`src/rtl/rp_count_capture.sv`:
```
// Consumer side of the reconfigurable counter partition: captures the counter nibbles onto the
// LED bus, freezes them across a DFX decouple window, and tracks stalls and value changes.
module rp_count_capture #(
  parameter int unsigned SETTLE_CYCLES = 16,
  parameter int unsigned STALL_CYCLES  = 1024,
  parameter int unsigned CNT_W         = 8
) (
  input  logic             gclk,
  input  logic             rst,
  input  logic [3:0]       upper_in,
  input  logic [3:0]       lower_in,
  input  logic             decouple_req,
  output logic             decouple_ack,
  output logic [7:0]       led,
  output logic             rp_active,
  output logic             stall,
  output logic [CNT_W-1:0] change_count
);

  localparam int unsigned StallW  = $clog2(STALL_CYCLES + 1);
  localparam int unsigned SettleW = $clog2(SETTLE_CYCLES + 1);

  typedef enum logic [1:0] {StRun, StHold, StSettle} state_e;

  state_e             state_q, state_d;
  logic [7:0]         held_q, held_d;
  logic               ack_q, ack_d;
  logic               active_q, active_d;
  logic               stall_q, stall_d;
  logic [CNT_W-1:0]   cnt_q, cnt_d;
  logic [StallW-1:0]  stall_cnt_q, stall_cnt_d;
  logic [SettleW-1:0] settle_cnt_q, settle_cnt_d;

  logic [7:0] sample;
  assign sample = {upper_in, lower_in};

  always_comb begin
    state_d      = state_q;
    held_d       = held_q;
    ack_d        = ack_q;
    active_d     = active_q;
    stall_d      = stall_q;
    cnt_d        = cnt_q;
    stall_cnt_d  = stall_cnt_q;
    settle_cnt_d = settle_cnt_q;
    unique case (state_q)
      StRun: begin
        if (decouple_req) begin
          // Isolation wins over any capture on this edge.
          state_d  = StHold;
          ack_d    = 1'b1;
          active_d = 1'b0;
        end else if (sample != held_q) begin
          held_d      = sample;
          stall_cnt_d = '0;
          stall_d     = 1'b0;
          if (cnt_q != {CNT_W{1'b1}}) cnt_d = cnt_q + 1'b1;
        end else begin
          if (stall_cnt_q != StallW'(STALL_CYCLES)) stall_cnt_d = stall_cnt_q + 1'b1;
          if (stall_cnt_d == StallW'(STALL_CYCLES)) stall_d = 1'b1;
        end
      end
      StHold: begin
        if (!decouple_req) begin
          state_d      = StSettle;
          ack_d        = 1'b0;
          settle_cnt_d = '0;
        end
      end
      StSettle: begin
        if (decouple_req) begin
          state_d = StHold;
          ack_d   = 1'b1;
        end else if (settle_cnt_q == SettleW'(SETTLE_CYCLES - 1)) begin
          // Last settle edge: capture restarts on the next edge with a fresh stall window.
          state_d     = StRun;
          active_d    = 1'b1;
          stall_cnt_d = '0;
        end else begin
          settle_cnt_d = settle_cnt_q + 1'b1;
        end
      end
      default: begin
        state_d  = StRun;
        active_d = 1'b1;
        ack_d    = 1'b0;
      end
    endcase
  end

  always_ff @(posedge gclk) begin
    if (rst) begin
      state_q      <= StRun;
      held_q       <= '0;
      ack_q        <= 1'b0;
      active_q     <= 1'b1;
      stall_q      <= 1'b0;
      cnt_q        <= '0;
      stall_cnt_q  <= '0;
      settle_cnt_q <= '0;
    end else begin
      state_q      <= state_d;
      held_q       <= held_d;
      ack_q        <= ack_d;
      active_q     <= active_d;
      stall_q      <= stall_d;
      cnt_q        <= cnt_d;
      stall_cnt_q  <= stall_cnt_d;
      settle_cnt_q <= settle_cnt_d;
    end
  end

  assign led          = held_q;
  assign decouple_ack = ack_q;
  assign rp_active    = active_q;
  assign stall        = stall_q;
  assign change_count = cnt_q;

endmodule
```
`config.mk`:
```
export PLATFORM = sky130hd
export DESIGN_NAME = rp_count_capture
export DESIGN_NICKNAME = d
export VERILOG_FILES = /design/src/rtl/rp_count_capture.sv
export SDC_FILE = /design/constraint.sdc
export NUM_CORES = 1
export LEC_CHECK = 0
export BUFFER_PORTS_ARGS = -buffer_cell sky130_fd_sc_hd__buf_2
export CORE_ASPECT_RATIO = 0.9
export CORE_UTILIZATION = 58
export CTS_BUF_LIST = sky130_fd_sc_hd__clkbuf_4
export DETAILED_ROUTE_END_ITERATION = 10
export GPL_ROUTABILITY_DRIVEN = 0
export PLACE_DENSITY = 0.86
export REMOVE_ABC_BUFFERS = 1
export SLEW_MARGIN = 20
export SYNTH_ARGS = -nofsm -noshare
export SYNTH_HDL_FRONTEND = slang
export SYNTH_SLANG_ARGS = --single-unit
```
`constraint.sdc`:
```
create_clock -name gclk -period 2.8 [get_ports gclk]
set_input_delay 0.56 -clock gclk [delete_from_list [all_inputs] [get_ports gclk]]
set_output_delay 0.56 -clock gclk [all_outputs]
set_load 0.02 [all_outputs]
```
==> results.yml <==
placement:
  hpwl_um: 3193
  numPortBuffers: 29
  place_inst: 300
pwr:
  power.total_mw: 1.058
  peakVddDrop_uv: 358.4
  p_leak_nw: 0.8703
  power_density_nw_per_um2: 474.7
clock_tree:
  cts.htree.levels: 2
  cts_tree: "done"
  clk_pin_slew_ns: 0.11
  ctsHoldBuffers: 0
  clock_path_buffers: 2
  clk_root_buffer_cell: "clkbuf_4"
  cts_resized: 0
  clk_latency_ns: 0.35
  cts.sinks: 37
  cts_made_buffers: 5
  post_cts_buffers: 0
sta:
  period_needed_ns: 2.048
  slew_viol_final: 0
  tightest_slew_ns: 0.4901
  setup_viol: 0
  finClkSkew_ns: 0.01045
  timing.final.crit_share_pct: 73.13
  slew_headroom_pct: 67.22
  rsz0062_at_grt: "false"
  final-hold-violation-count: 0
  fmax_mhz: 488.3
  timing.setup.tns_ns: 0
synthesis:
  synth_warnings: 0
  syn_avg_cell_area_um2: 8.334
  synth_flop_cell: "dfxtp_1"
  async_reset_ff_share_pct: 0
  ys_seq_area_share_pct: 37.19
  syn_inst: 239
  netlist_area_um2: 1992
  synth_edf_count: 0
  synth.distinct_cells: 42
  yosys_register_bits: 37
global_route:
  grt_usage_pct: 26.99
  grt_pass1_vias: 1702
  antenna_found_initial: 0
  grt_max_degree: 20
  grt_pass1_wl_um: 7569
  grt-ovfl-total: 0
cells_and_area:
  instances_no_fill: 308
  num_antenna_cells: 0
  drive_above_1_share_pct: 16.54
  area_growth_syn_to_layout_pct: 11.87
  fill_cells: 267
  nNetsFinal: 281
route:
  vias: 1934
  wl_um: 4591
  vias_per_cell: 6.279
  wl_per_cell_um: 14.91
  drc: 0
  drt_first_pass_iters: 4
  drtIter0Drc: 99
  ant_nets: 0
floorplanning:
  die_w_um: 63.78
  die_y_um: 57.60
  rows: 19
  die-area_um2: 3673
  core_um2: 3162
  start_util_pct: 63.00
  io_pins: 30
worst_hold_path:
  min-delay-start: "lower_in[2]"
  hold_class: "in -> reg"
critical_path:
  critPathArrivalTime_ns: 2.29
  cpLargestDelayFamily: "simple AND/OR/NAND/NOR gates"
  start_kind: "flop"
  max_stage_delay_ns: 0.46
  reg2reg_from: "settle_cnt_q[0]"
  required_ns: 3.05
  crit_type: "reg -> reg"
  ff2ff_setup_slack_ns: 0.75
  crit_path_frequent_cell: "ha_1"
  worstSetupStartpoint: "settle_cnt_q[0]"
  endpoint_kind: "flop"
  critPathMaxFanout: 4
  crit_buf_inv: 0
  path_cells: "ha_1, and3_1, ha_1, or3b_2, a21oi_1, nand4_1, xor2_1, nor2_1"
  cpMaxStageDelayCell: "or3b_2"
run_status:
  outcome: "completed"
run:
  drv_cap: 0
path summary, 6_finish.rpt:
kind | cells after the start | endpoint
max | 8 | settle_cnt_q[3]
min | 3 | led[2]
max reg2reg | 8 | settle_cnt_q[3]
min reg2reg | 2 | settle_cnt_q[4]
worst min-delay path, stage by stage:
cell	delay [ns]
buf_2	0.10
mux2i_1	0.06
nor2_1	0.07
layer usage:
metal	global-route usage (%)	share of wire (%)
met2	42.10	47
met4	14.29	2.2
met3	5.400	5.0
met5	0	0
met1	35.38	45
where the power goes:
part | switching [mW] | total [mW] | internal [mW] | leakage (nW)
clock | 0.182 | 0.377 | 0.195 | 0.0433
sequential | 0.0160 | 0.557 | 0.541 | 0.301
combinational | 0.0750 | 0.124 | 0.0488 | 0.526
cells by family after synthesis:
group,after synthesis,synth area share (%)
compound gates,57,18.40
fa+ha+maj,5,3.141
flops,37,37.19
mux,10,5.088
xor+xnor,13,5.716
buf+inv,25,5.591
simple gates,92,24.87
stage by stage:
stage / setup WS (ns) / utilization, % / hold slack (ns) / cell area [µm²]
2_1_floorplan: 0.3189 / - / 0.4395 / 1922
3_3_place_gp: 0.7042 / 67.99 / 0.4504 / 2150
3_5_place_dp: 0.6102 / 67.99 / 0.4733 / 2150
4_1_cts: 0.7453 / 70.48 / 0.4603 / 2228
5_1_grt: 0.6206 / 70.48 / 0.4510 / 2228
6_report: 0.7522 / 70.48 / 0.4662 / 2228
placed cells by master, fill, tap and decap left out, types with 8 or more instances in the layout:
master and count:
xnor2_1 8, mux2i_1 9, inv_1 11, nor2_1 24, a21oi_1 16, o21ai_0 8, nand3_1 10, dfxtp_1 37
nand2_1 15, buf_2 29
cell type report:
cell class	instances	area [µm²]	area share [%]
clock buffers	6	45.04	2.021
clock inverters	2	33.78	1.516
inverters	11	41.29	1.853
multi-input cells	177	1140	51.15
flip-flops and latches	37	740.7	33.24
well taps	42	52.55	2.358
repair buffers	33	175.2	7.861
Yosys cell counts, types with 3 or more instances:
cell / count / area (µm²)
a211oi_1: 5 / 37.54
o211ai_1: 3 / 22.52
nand3_1: 10 / 50.05
and3_1: 4 / 25.02
dfxtp_1: 37 / 740.7
nand2_1: 15 / 56.30
nor3_1: 7 / 35.03
xnor2_1: 8 / 70.07
a31oi_1: 7 / 43.79
a21oi_1: 16 / 80.08
a311oi_1: 4 / 35.03
o21ai_0: 9 / 45.04
or3_1: 5 / 31.28
nand4_1: 7 / 43.79
xor2_1: 5 / 43.79
nor2_1: 24 / 90.09
ha_1: 5 / 62.56
o31ai_1: 5 / 37.54
mux2i_1: 9 / 90.09
inv_1: 11 / 41.29
clkbuf_1: 10 / 37.54
or4_1: 4 / 30.03
registers in the layout, indices dropped and copies added, names as in the netlist:
signal,flops
stall_cnt_q,11
change_count,8
led,8
settle_cnt_q,5
state_q,2
decouple_ack,1
rp_active,1
stall,1
No activity file was read; power rests on OpenSTA's default activity.
